### config.mk
export PLATFORM = sky130hd
export DESIGN_NAME = fifo_rd_streamer_flat
export DESIGN_NICKNAME = d
export VERILOG_FILES = /design/src/rtl/fifo_rd_streamer_if.sv /design/src/rtl/fifo_rd_streamer.sv /design/src/flat_wrapper.sv
export SDC_FILE = /design/constraint.sdc
export NUM_CORES = 1
export LEC_CHECK = 0
export ABC_AREA = 1
export CAP_MARGIN = 5
export CORE_ASPECT_RATIO = 1.75
export CORE_MARGIN = 5
export CORE_UTILIZATION = 50
export CTS_BUF_LIST = sky130_fd_sc_hd__clkbuf_4 sky130_fd_sc_hd__clkbuf_8
export CTS_CLUSTER_SIZE = 40
export DETAILED_ROUTE_END_ITERATION = 10
export PLACE_DENSITY = 0.87
export SLEW_MARGIN = 30
export SYNTH_ARGS = -nofsm -noshare
export SYNTH_HDL_FRONTEND = slang
export SYNTH_SLANG_ARGS = --single-unit
### constraint.sdc
create_clock -name rclk_i -period 4.9 [get_ports rclk_i]
set_clock_uncertainty 0.1 [all_clocks]
set_input_delay 0.49 -clock rclk_i [delete_from_list [all_inputs] [get_ports rclk_i]]
set_output_delay 0.49 -clock rclk_i [all_outputs]
set_load 0.02 [all_outputs]
### src/rtl/fifo_rd_streamer_if.sv
// rtl/fifo_rd_streamer_if.sv - FIFO read port and output stream bundle for fifo_rd_streamer
interface fifo_rd_streamer_if #(
  parameter int DATASIZE = 8
) ();
  // FIFO read port (first-word-fall-through)
  logic [DATASIZE-1:0] fifo_rdata;
  logic                fifo_rempty;
  logic                fifo_arempty;
  logic                fifo_rinc;
  // valid/ready output stream
  logic [DATASIZE-1:0] m_data;
  logic                m_valid;
  logic                m_ready;

  // streamer side
  modport master (
    input  fifo_rdata, fifo_rempty, fifo_arempty, m_ready,
    output fifo_rinc, m_data, m_valid
  );

  // FIFO / downstream side
  modport slave (
    output fifo_rdata, fifo_rempty, fifo_arempty, m_ready,
    input  fifo_rinc, m_data, m_valid
  );
endinterface

### src/rtl/fifo_rd_streamer.sv
// rtl/fifo_rd_streamer.sv - read-domain burst drain engine with 2-entry skid buffer
module fifo_rd_streamer #(
  parameter int DATASIZE  = 8,
  parameter int BURST_LEN = 4,
  parameter int CNT_WIDTH = 16
) (
  input  logic                  rclk_i,
  input  logic                  rrst_i,
  input  logic                  en_i,
  input  logic                  flush_i,
  fifo_rd_streamer_if.master    bus_io,
  output logic [CNT_WIDTH-1:0]  rd_cnt_o,
  output logic                  busy_o,
  output logic                  burst_done_o
);

  localparam int BEAT_W = $clog2(BURST_LEN + 1);

  typedef enum logic [1:0] {
    S_IDLE,
    S_READ,
    S_HOLD
  } state_t;

  state_t                state_q, state_d;
  logic [BEAT_W-1:0]     beat_q, beat_d;
  logic [1:0]            occ_q, occ_d;
  logic [DATASIZE-1:0]   head_q, head_d;
  logic [DATASIZE-1:0]   tail_q, tail_d;
  logic                  valid_q;
  logic [CNT_WIDTH-1:0]  cnt_q;
  logic                  done_q, done_d;
  logic                  pop;
  logic                  hs;

  // A full buffer may still accept a word when the head leaves on the same edge.
  // Reset gates the pop so the FIFO never advances while the burst is being aborted.
  assign pop = !rrst_i && (state_q == S_READ) && !bus_io.fifo_rempty &&
               ((occ_q != 2'd2) || bus_io.m_ready);
  assign hs  = valid_q && bus_io.m_ready;

  assign bus_io.fifo_rinc = pop;
  assign bus_io.m_data    = head_q;
  assign bus_io.m_valid   = valid_q;
  assign rd_cnt_o         = cnt_q;
  assign busy_o           = (state_q != S_IDLE);
  assign burst_done_o     = done_q;

  // Skid buffer next state: head drives the stream, tail holds the second word.
  always_comb begin
    occ_d  = occ_q;
    head_d = head_q;
    tail_d = tail_q;
    case ({pop, hs})
      2'b10: begin
        if (occ_q == 2'd0) head_d = bus_io.fifo_rdata;
        else               tail_d = bus_io.fifo_rdata;
        occ_d = occ_q + 2'd1;
      end
      2'b01: begin
        head_d = tail_q;
        occ_d  = occ_q - 2'd1;
      end
      2'b11: begin
        if (occ_q == 2'd1) begin
          head_d = bus_io.fifo_rdata;
        end else begin
          head_d = tail_q;
          tail_d = bus_io.fifo_rdata;
        end
      end
      default: ;
    endcase
  end

  // Burst sequencing: start, count beats, drain, then report completion.
  always_comb begin
    state_d = state_q;
    beat_d  = beat_q;
    done_d  = 1'b0;
    case (state_q)
      S_IDLE: begin
        beat_d = '0;
        if (en_i && !bus_io.fifo_rempty && (!bus_io.fifo_arempty || flush_i)) begin
          state_d = S_READ;
        end
      end
      S_READ: begin
        if (pop) beat_d = beat_q + BEAT_W'(1);
        if ((pop && (beat_q == BEAT_W'(BURST_LEN - 1))) || !en_i) begin
          state_d = S_HOLD;
        end
      end
      S_HOLD: begin
        if ((occ_q == 2'd0) && !hs) begin
          state_d = S_IDLE;
          done_d  = 1'b1;
        end
      end
      default: state_d = S_IDLE;
    endcase
  end

  // State, buffer and delivered-word counter registers.
  always_ff @(posedge rclk_i) begin
    if (rrst_i) begin
      state_q <= S_IDLE;
      beat_q  <= '0;
      occ_q   <= 2'd0;
      head_q  <= '0;
      tail_q  <= '0;
      valid_q <= 1'b0;
      cnt_q   <= '0;
      done_q  <= 1'b0;
    end else begin
      state_q <= state_d;
      beat_q  <= beat_d;
      occ_q   <= occ_d;
      head_q  <= head_d;
      tail_q  <= tail_d;
      valid_q <= (occ_d != 2'd0);
      done_q  <= done_d;
      if (hs) cnt_q <= cnt_q + CNT_WIDTH'(1);
    end
  end

endmodule

### src/flat_wrapper.sv
// flat-port wrapper written by rule: the top's interface ports become plain ports
module fifo_rd_streamer_flat 
#(
  parameter int DATASIZE  = 8,
  parameter int BURST_LEN = 4,
  parameter int CNT_WIDTH = 16
)
  (rclk_i, rrst_i, en_i, flush_i, rd_cnt_o, busy_o, burst_done_o, bus_io_fifo_rdata, bus_io_fifo_rempty, bus_io_fifo_arempty, bus_io_m_ready, bus_io_fifo_rinc, bus_io_m_data, bus_io_m_valid);
  fifo_rd_streamer_if #(.DATASIZE(DATASIZE)) bus_io_i ();
  input  logic rclk_i;
  input  logic rrst_i;
  input  logic en_i;
  input  logic flush_i;
  output logic [CNT_WIDTH-1:0] rd_cnt_o;
  output logic busy_o;
  output logic burst_done_o;
  input wire logic [$bits(bus_io_i.fifo_rdata)-1:0] bus_io_fifo_rdata;
  input wire logic [$bits(bus_io_i.fifo_rempty)-1:0] bus_io_fifo_rempty;
  input wire logic [$bits(bus_io_i.fifo_arempty)-1:0] bus_io_fifo_arempty;
  input wire logic [$bits(bus_io_i.m_ready)-1:0] bus_io_m_ready;
  output wire logic [$bits(bus_io_i.fifo_rinc)-1:0] bus_io_fifo_rinc;
  output wire logic [$bits(bus_io_i.m_data)-1:0] bus_io_m_data;
  output wire logic [$bits(bus_io_i.m_valid)-1:0] bus_io_m_valid;
  assign bus_io_i.fifo_rdata = bus_io_fifo_rdata;
  assign bus_io_i.fifo_rempty = bus_io_fifo_rempty;
  assign bus_io_i.fifo_arempty = bus_io_fifo_arempty;
  assign bus_io_i.m_ready = bus_io_m_ready;
  assign bus_io_fifo_rinc = bus_io_i.fifo_rinc;
  assign bus_io_m_data = bus_io_i.m_data;
  assign bus_io_m_valid = bus_io_i.m_valid;
  fifo_rd_streamer #(.DATASIZE(DATASIZE), .BURST_LEN(BURST_LEN), .CNT_WIDTH(CNT_WIDTH)) u_core (.rclk_i(rclk_i), .rrst_i(rrst_i), .en_i(en_i), .flush_i(flush_i), .bus_io(bus_io_i), .rd_cnt_o(rd_cnt_o), .busy_o(busy_o), .burst_done_o(burst_done_o));
endmodule
Yosys cells after proc, flatten, opt, wreduce, memory -nomap -nowiden

Index checks and enable logic that the tools add are counted.

$add $sub $neg: 4
Equal/unequal tests: 15
Multiplexer cells: 14
Bitwise logic cells: 1
Reductions and logical operators: 28

Operators with widths:

| cell                                                                    | number |
|---|---|
| 8-bit 2-to-1 mux                                                        | 4 |
| 8-bit case mux with 3 select lines                                      | 1 |
| 16-bit by 1-bit adder with 16-bit output, second input constant         | 1 |
| 8-bit case mux with 2 select lines                                      | 1 |
| 1-bit logical AND                                                       | 8 |
| 2-bit by 1-bit inequality test with 1-bit output, second input constant | 4 |
| 2-bit inequality test, second input constant                            | 4 |
| 2-bit nonzero test                                                      | 4 |
| 2-bit by 1-bit == test with 1-bit output, second input constant         | 3 |
| 2-bit == test, second input constant                                    | 3 |
| 2-bit 2-to-1 mux                                                        | 3 |
| 2-bit case mux with 3 select lines                                      | 1 |
| 3-bit case mux with 2 select lines                                      | 1 |
| 3-bit AND reduction                                                     | 2 |
| 1-bit zero test                                                         | 5 |
| 2-bit zero test                                                         | 2 |
| 2-bit case mux with 2 select lines                                      | 1 |
| 2-bit AND reduction                                                     | 2 |
| 3-bit by 1-bit adder with 3-bit output, second input constant           | 1 |
| 3-bit by 2-bit == test with 1-bit output, second input constant         | 1 |
| 1-bit logical OR                                                        | 3 |
| 3-bit 2-to-1 mux                                                        | 1 |
| 3-bit nonzero test                                                      | 1 |
| 2-bit by 1-bit adder with 2-bit output, second input constant           | 1 |
| other kinds (4)                                                         | 4 |

Register bits after elaboration: 41
Input port bits: 15
Output and inout port bits: 28
Logic and storage cells: 70

Logic depth before layout (Yosys ltp)

Gate-level depths: netlist of run 1.

Depth in word-level cells: 8
Gate-level depth with buffers: 12
Mapped depth without buffers: 12

Worst setup path after synthesis of run 1

OpenSTA, ideal clock, no wires.

Path type: input to register
From: input rrst_i
To: register u_core.head_q[5] (netlist: u_core.bus_io.m_data[5])
Library setup time: 0.113 ns
Arrival time: 2.031 ns
Required time: 4.687 ns
Setup slack: 2.656 ns
Cell stages on the path: 11
Buffers on the path: 2
Cells stage by stage: buf_4 nor2_1 nand3_1 inv_1 ha_1 inv_1 o21bai_4 buf_4 a21oi_1 o21ai_1 inv_1

Longest elaborated chain between the ends: 7

RTL lines:

| element                                                                                                 | line                    | RTL |
|---|---|---|
| from (decl)                                                                                             | flat_wrapper.sv:11      | `input logic rrst_i;` |
| 1-bit zero test (*)                                                                                     | fifo_rd_streamer.sv:38  | `assign pop = !rrst_i && (state_q == S_READ) && !bus_io.fifo_rempty &&` |
| 1-bit logical AND (*) (3 in a row)                                                                      | fifo_rd_streamer.sv:38  |  |
| net bus_io_fifo_rinc                                                                                    | flat_wrapper.sv:21      | `output wire logic [$bits(bus_io_i.fifo_rinc)-1:0] bus_io_fifo_rinc;` |
| 2-bit == test or 2-bit by 1-bit == test with 1-bit output (tied branches)                               | fifo_rd_streamer.sv:54  | `case ({pop, hs})` |
| 2-bit by 1-bit inequality test with 1-bit output (no source line) or 3-bit nonzero test (tied branches) | n/a                     |  |
| 2-bit AND reduction (no source line)                                                                    | n/a                     |  |
| to (signal assigned)                                                                                    | fifo_rd_streamer.sv:110 | `head_q <= '0;` |
| to (signal assigned)                                                                                    | fifo_rd_streamer.sv:119 | `head_q <= head_d;` |
| to (decl)                                                                                               | fifo_rd_streamer.sv:28  | `logic [DATASIZE-1:0] head_q, head_d;` |

The timed path passes the listed nets; every way through them passes the cells marked *.
A chain may end at the register's enable or synchronous reset.

Worst setup path after layout of run 1

From: input rrst_i
To: output bus_io_fifo_rinc

Longest elaborated chain between the ends: 4

RTL lines:

| element                        | line |
|---|---|
| 1-bit zero test                | fifo_rd_streamer.sv:38 |
| 1-bit logical AND (3 in a row) | fifo_rd_streamer.sv:38 |
| to (decl)                      | flat_wrapper.sv:21 |

Every way passes these cells.

==> results of run 1 <==
## state kept, by name, indices dropped and copies added, names as in the netlist
signal	flops
u_core.rd_cnt_o	16
u_core.bus_io.m_data	8
u_core.tail_q	8
u_core.beat_q	3
u_core.occ_q	2
u_core.state_q	2
u_core.burst_done_o	1
u_core.bus_io.m_valid	1
## cell usage after synthesis (all sizes together)
library cell	number	area [µm²]
a21oi	29	160
buf	6	47.5
clkbuf	1	3.75
dfxtp	41	821
ha	10	125
inv	65	244
mux2i	2	20.0
nand2	36	160
nand3	19	100
nand4	5	31.3
nor2	29	166
nor3	3	15.0
nor3b	1	7.51
nor4	1	6.26
o211ai	1	12.5
o21ai	36	191
o21bai	1	18.8
o22ai	1	6.26
or2	1	6.26
xor2	2	17.5
## worst max path at each step
stage          slack, ns  depth (start not counted)   start                                    to
2_1_floorplan       2.66                         11  rrst_i  u_core.bus_io.m_data[5]$_SDFFE_PP0P_
3_3_place_gp        2.08                          6  rrst_i                      bus_io_fifo_rinc
3_5_place_dp        2.01                          9  rrst_i         u_core.tail_q[0]$_SDFFE_PP0P_
4_1_cts             2.03                          6  rrst_i                      bus_io_fifo_rinc
5_1_grt             1.89                          6  rrst_i                      bus_io_fifo_rinc
6_report            2.03                          6  rrst_i                      bus_io_fifo_rinc
## area by class of cell
| cell class | count | area, µm² |
|---|---|---|
| Inverter | 65 | 244 |
| Sequential cell | 41 | 821 |
| Tap cell | 49 | 61.3 |
| Fill cell | 339 | 1450 |
| Timing Repair Buffer | 43 | 428 |
| Clock inverter | 2 | 35.0 |
| Clock buffer | 5 | 68.8 |
| Multi-Input combinational cell | 177 | 1040 |
## kinds of logic (layout without fill, tap and decap cells)
group / count (synthesis) / count (layout) / synth area share, %
xor gates and xnor gates: 2 / 2 / 0.811
buffers and inverters: 72 / 115 / 13.7
DFF: 41 / 41 / 38.0
adders and majority gates: 10 / 10 / 5.79
and+or+nand+nor: 95 / 95 / 22.8
muxes: 2 / 2 / 0.926
AOI/OAI and AO/OA: 68 / 68 / 18.0
## routing by layer
metal	wire [µm]	GRT usage, %
met1	1930	21.0
met2	2470	31.3
met3	186	3.86
met4	123	8.36
met5	0	0
## tightest hold or removal path, delay by kind of cell (launching register included)
family                 cells  cell delay, ns
AOI/OAI and AO/OA          1            0.05
buffers and inverters      1            0.05
DFF                        1            0.32
## where the power goes
| part | switching, W | internal [W] | total (W) |
|---|---|---|---|
| Combinational | 0.0000390 | 0.0000327 | 0.0000716 |
| Clock | 0.000115 | 0.000148 | 0.000263 |
| Sequential | 0.00000478 | 0.000342 | 0.000347 |
## per-stage QoR
stage	worst slack [ns]	utilization [%]	total power, W	cells	cell area (µm²)
floorplan	2.66	-	0.000396	290	2160
CTS	2.03	65.1	0.000687	382	2700
finish	2.03	65.1	0.000682	382	2700
global route	1.89	65.1	0.000709	382	2700
detailed placement	2.01	62.6	0.000426	375	2600
global placement	2.08	62.6	0.000423	375	2600
==> impl_metrics.tcl, run 1 <==
set metrics [dict create \
    cts_tree "yes" \
    drv_slew 0 \
    insertion_delay_ns 0.30 \
    relSlewSlack_pct 59.4 \
    antenna_cells 0 \
    crit_path_end_kind "output port" \
    min-delay-start "u_core.tail_q[3]$_SDFFE_PP0P_" \
    setup_tns_ns 0 \
    worst-path-buf-inv 4 \
    drt_iter0_drc 55 \
    r2r_slack_ns 2.62 \
    wl_per_cell_um 12.3 \
    p_leak_nw 1.21 \
    drc 0 \
    syn_to_final_growth_pct 25.1 \
    drt_first_pass_iters 4 \
    r2r_cells 9 \
    worstMarginPinSlew_ns 0.608 \
    cts.sinks 41 \
    r2r_start "u_core.occ_q[0]$_SDFF_PP0_" \
    cp_common_cell "clkdlybuf4s50_1" \
    rows 31 \
    start_kind "primary input" \
    hold_viol_final 0 \
    num_vias 1903 \
    syn-cell-area_um2 2160 \
    whs_path_depth 2 \
    cts.clk_slew.worst_paths_ns 0.08 \
    yosys_warnings 0 \
    worstPathMaxFanout 19 \
    start_util_pct 52.1 \
    die_w_um 59.7 \
    seq_area_frac_synth_pct 38.0 \
    drive_gt1_share_pct 7.81 \
    place_hpwl_mm 3.55 \
    cts_hold_buf 0 \
    fin_nets 358 \
    whs_endpoint "u_core.tail_q[3]$_SDFFE_PP0P_" \
    post_cts_buffers 0 \
    syn-instance-count 290 \
    ios 43 \
    max_freq_mhz 349 \
    place_congestion 0.796 \
    hold_class "register to register" \
    critical_path.cell_chain "clkdlybuf4s50_1, buf_4, nor2_1, nand3_1, inv_1, clkdlybuf4s50_1" \
    grt.overflow.total 0 \
    die_h_um 97.0 \
    synth_nets 315 \
    cts.root.buffer_cell "clkbuf_8" \
    vias_per_cell 4.98 \
    final_common_cell "inv_1" \
    core_area_um2 4150 \
    dieArea_um2 5790 \
    cts-htree-levels 2 \
    fin_crit_sh_pct 58.6 \
    critPathTopFamily "buffers and inverters" \
    final_cell_mix "64 x inv_1, 42 x clkdlybuf4s50_1, 41 x dfxtp_1" \
    max_cap_violations 0 \
    rsz0062_at_grt "no" \
    grt_pass1_vias 1973 \
    avgSynthCellArea_um2 7.45 \
    grt_antenna_before_repair 0 \
    setup_viol 0 \
    worst_path_max_delay_cell "clkdlybuf4s50_1" \
    worst_ep_required_time_ns 4.31 \
    track_usage_pct 18.4 \
    grt_max_degree 23 \
    fin_crit_ns 2.87 \
    slowest_delay_ns 0.64 \
    power_density_nw_per_um2 252 \
    cp_data_arrival_time_ns 2.28 \
    grt_pass1_wl_mm 8.54 \
    synth_seq_cells 41 \
    cts-buffers-inserted 5 \
    yosysUniqueCellTypes 33 \
    cts_buffer_depth 2 \
    holdWs_ns 0.349 \
    routed_wl_mm 4.71 \
    portBuffers 42 \
    crit_type "primary input to output port" \
    ant_nets 0 \
    max-vdd-ir-drop_mv 0.222 \
    status "finished, final reports clean" \
    r2r-end "u_core.tail_q[0]$_SDFFE_PP0P_" \
    cts_resized 0 \
]
Note: power is estimated with default switching activity, not from simulation.
==> run 2: changes to the inputs <==
Settings changed: CORE_UTILIZATION 50 to 48.
Clock period 4.9 ns to 2.54 ns, I/O delays scaled along.
==> run 2 against run 1 <==
Net effect:
- worst hold slack improved by 0.0021 ns
- final cell count up 1.3%
- first-iteration DRC count shrank 20%
- flip-flop and latch count stayed put
- clock power up 85%
- final area up 0.69%
- power increased by 90%
- sequential power rose by 93%
- critical path depth unchanged
- highest routed layer unchanged
==> impl_metrics.tcl, run 2 (synthesis gave the netlist of run 1 again) <==
set metrics [dict create \
    vias_per_cell 4.99 \
    wl_per_cell_um 12.2 \
    fin_crit_ns 2.23 \
    netSwitchingFraction_pct 24.8 \
    whs_endpoint "u_core.tail_q[0]$_SDFFE_PP0P_" \
    hold_viol_final 0 \
    power_w 0.00129 \
    r2r_cells 9 \
    place_ws_ns 0.202 \
    fin_crit_sh_pct 87.8 \
    grt_antenna_before_repair 0 \
    postLayoutSetupSlackWorst_ns 0.309 \
    drc 0 \
    min-delay-start "u_core.tail_q[0]$_SDFFE_PP0P_" \
    status "finished, final reports clean" \
    dr_wl_met2_mm 2.58 \
    num_vias 1930 \
    relSlewSlack_pct 56.9 \
    die_h_um 98.8 \
    grt.overflow.total 0 \
    worst-path-buf-inv 3 \
    dieArea_um2 6000 \
    cts.sinks 41 \
    r2r_slack_ns 0.41 \
    cts_resized 0 \
    post_cts_buffers 0 \
    fillCellCount 383 \
    route.met3.wl_um 251 \
    r2r_start "u_core.occ_q[0]$_SDFF_PP0_" \
    wl_met1_mm 1.72 \
    cts.clk_slew.worst_paths_ns 0.07 \
    cts_hold_buf 0 \
    rsz0062_at_grt "no" \
    core_area_um2 4400 \
    seqPwrFrac_pct 51.6 \
    insertion_delay_ns 0.31 \
    whs_path_depth 2 \
    setup_viol 0 \
    max_freq_mhz 448 \
    worstPathMaxFanout 4 \
    slowest_delay_ns 0.64 \
    crit_path_end_kind "output port" \
    place_congestion 0.858 \
    drt_iter0_drc 44 \
    die_w_um 60.7 \
    routed.top_layer "met4" \
    antenna_cells 0 \
    cp_common_cell "inv_1" \
    drv_slew 0 \
    drt_first_pass_iters 4 \
    comb_power_share_pct 10.7 \
    power_density_nw_per_um2 476 \
    crit_type "register to output port" \
    start_kind "register" \
    cts-htree-levels 2 \
    p_int_w 0.000974 \
    cts.root.buffer_cell "clkbuf_8" \
    ios 43 \
    r2r-end "u_core.tail_q[5]$_SDFFE_PP0P_" \
    routed_wl_mm 4.73 \
    grt_max_degree 23 \
    fin_nets 360 \
    power_switching_w 0.000321 \
    setup_tns_ns 0 \
    track_usage_pct 17.5 \
    cts_tree "yes" \
    max-vdd-ir-drop_mv 0.385 \
    worst_path_max_delay_cell "clkdlybuf4s50_1" \
    syn_to_final_growth_pct 25.9 \
    rows 32 \
    drive_gt1_share_pct 8.63 \
    largest_register_ffs 16 \
    worstMarginPinSlew_ns 0.646 \
    p_leak_nw 1.22 \
    start_util_pct 49.1 \
    hold_class "register to register" \
    max_cap_violations 0 \
    critPathTopFamily "buffers and inverters" \
    cp_data_arrival_time_ns 1.88 \
    cts-buffers-inserted 5 \
    grt_pass1_vias 1889 \
    p_clk_share_pct 37.6 \
    ant_nets 0 \
    grt_pass1_wl_mm 7.98 \
    portBuffers 42 \
    place_hpwl_mm 3.53 \
    worst_ep_required_time_ns 2.19 \
    critical_path.cell_chain "inv_1, ha_1, nand2_1, nand3_1, inv_1, clkdlybuf4s50_1" \
    cts_buffer_depth 2 \
    final_common_cell "inv_1" \
    final_cell_mix "64 x inv_1, 42 x clkdlybuf4s50_1, 41 x dfxtp_1" \
]
-- run 2: cell count changes in the layout (fill, tap and decap cells not counted), sizes merged --
cell / delta
clkinv: -1
bufinv: -1
clkbuf: +2
inv: +1
buf: +2
-- run 2: layout make-up --
type                       instances  area, µm²  area share, %
inverter                          65        244           8.97
timing repair buffer              45        443           16.3
sequential                        41        821           30.2
clock buffer                       7       96.3           3.54
clock inverter                     1       8.76          0.322
multi-input combinational        177       1040           38.4
tap                               51       63.8           2.34
-- run 2: how the worst max path moves through the flow --
stage | from | to | slack [ns] | cells past startpoint
after global placement | bus_io_m_ready | u_core.tail_q[1]$_SDFFE_PP0P_ | 0.28 | 9
final | u_core.occ_q[0]$_SDFF_PP0_ | bus_io_fifo_rinc | 0.31 | 6
after detailed placement | bus_io_m_ready | u_core.tail_q[5]$_SDFFE_PP0P_ | 0.20 | 9
after CTS | u_core.occ_q[0]$_SDFF_PP0_ | bus_io_fifo_rinc | 0.29 | 6
after floorplan | u_core.occ_q[0]$_SDFF_PP0_ | u_core.bus_io.m_data[5]$_SDFFE_PP0P_ | 0.43 | 12
after global routing | u_core.occ_q[0]$_SDFF_PP0_ | bus_io_fifo_rinc | 0.18 | 6
-- run 2: per-stage QoR --
step,utilization [%],cells,hold slack [ns],instance area [µm²]
6_report,61.8,387,0.351,2720
5_1_grt,61.8,387,0.372,2720
4_1_cts,61.8,387,0.350,2720
3_5_place_dp,59.4,379,0.339,2620
3_3_place_gp,59.4,379,0.333,2620
2_1_floorplan,-,290,0.324,2160
-- run 2: power groups by stage --
stage | sequential [W] | clock, W | combinational (W)
CTS | 0.000669 | 0.000497 | 0.000140
global route | 0.000671 | 0.000518 | 0.000152
finish | 0.000668 | 0.000487 | 0.000139
global placement | 0.000683 | 0 | 0.000136
detailed placement | 0.000684 | 0 | 0.000139
floorplan | 0.000691 | 0 | 0.0000733
-- run 2: worst min-delay path: stages (launching register included) --
cell and delay [ns]:
dfxtp_1 0.31, inv_1 0.05, a21oi_1 0.05
-- run 2: routing by layer --
layer,vias to the layer above,GRT usage [%]
met5,-,0
met4,0,10.0
met3,16,5.37
met2,48,30.4
met1,857,17.4
li1,1009,-
==> run 3: changes to the inputs <==
Settings changed: CAP_MARGIN 5 to 20, GPL_ROUTABILITY_DRIVEN set to 0, TNS_END_PERCENT set to 1.
==> results of run 3 <==
Final layout, timing and power as in run 2 (identical DEF).
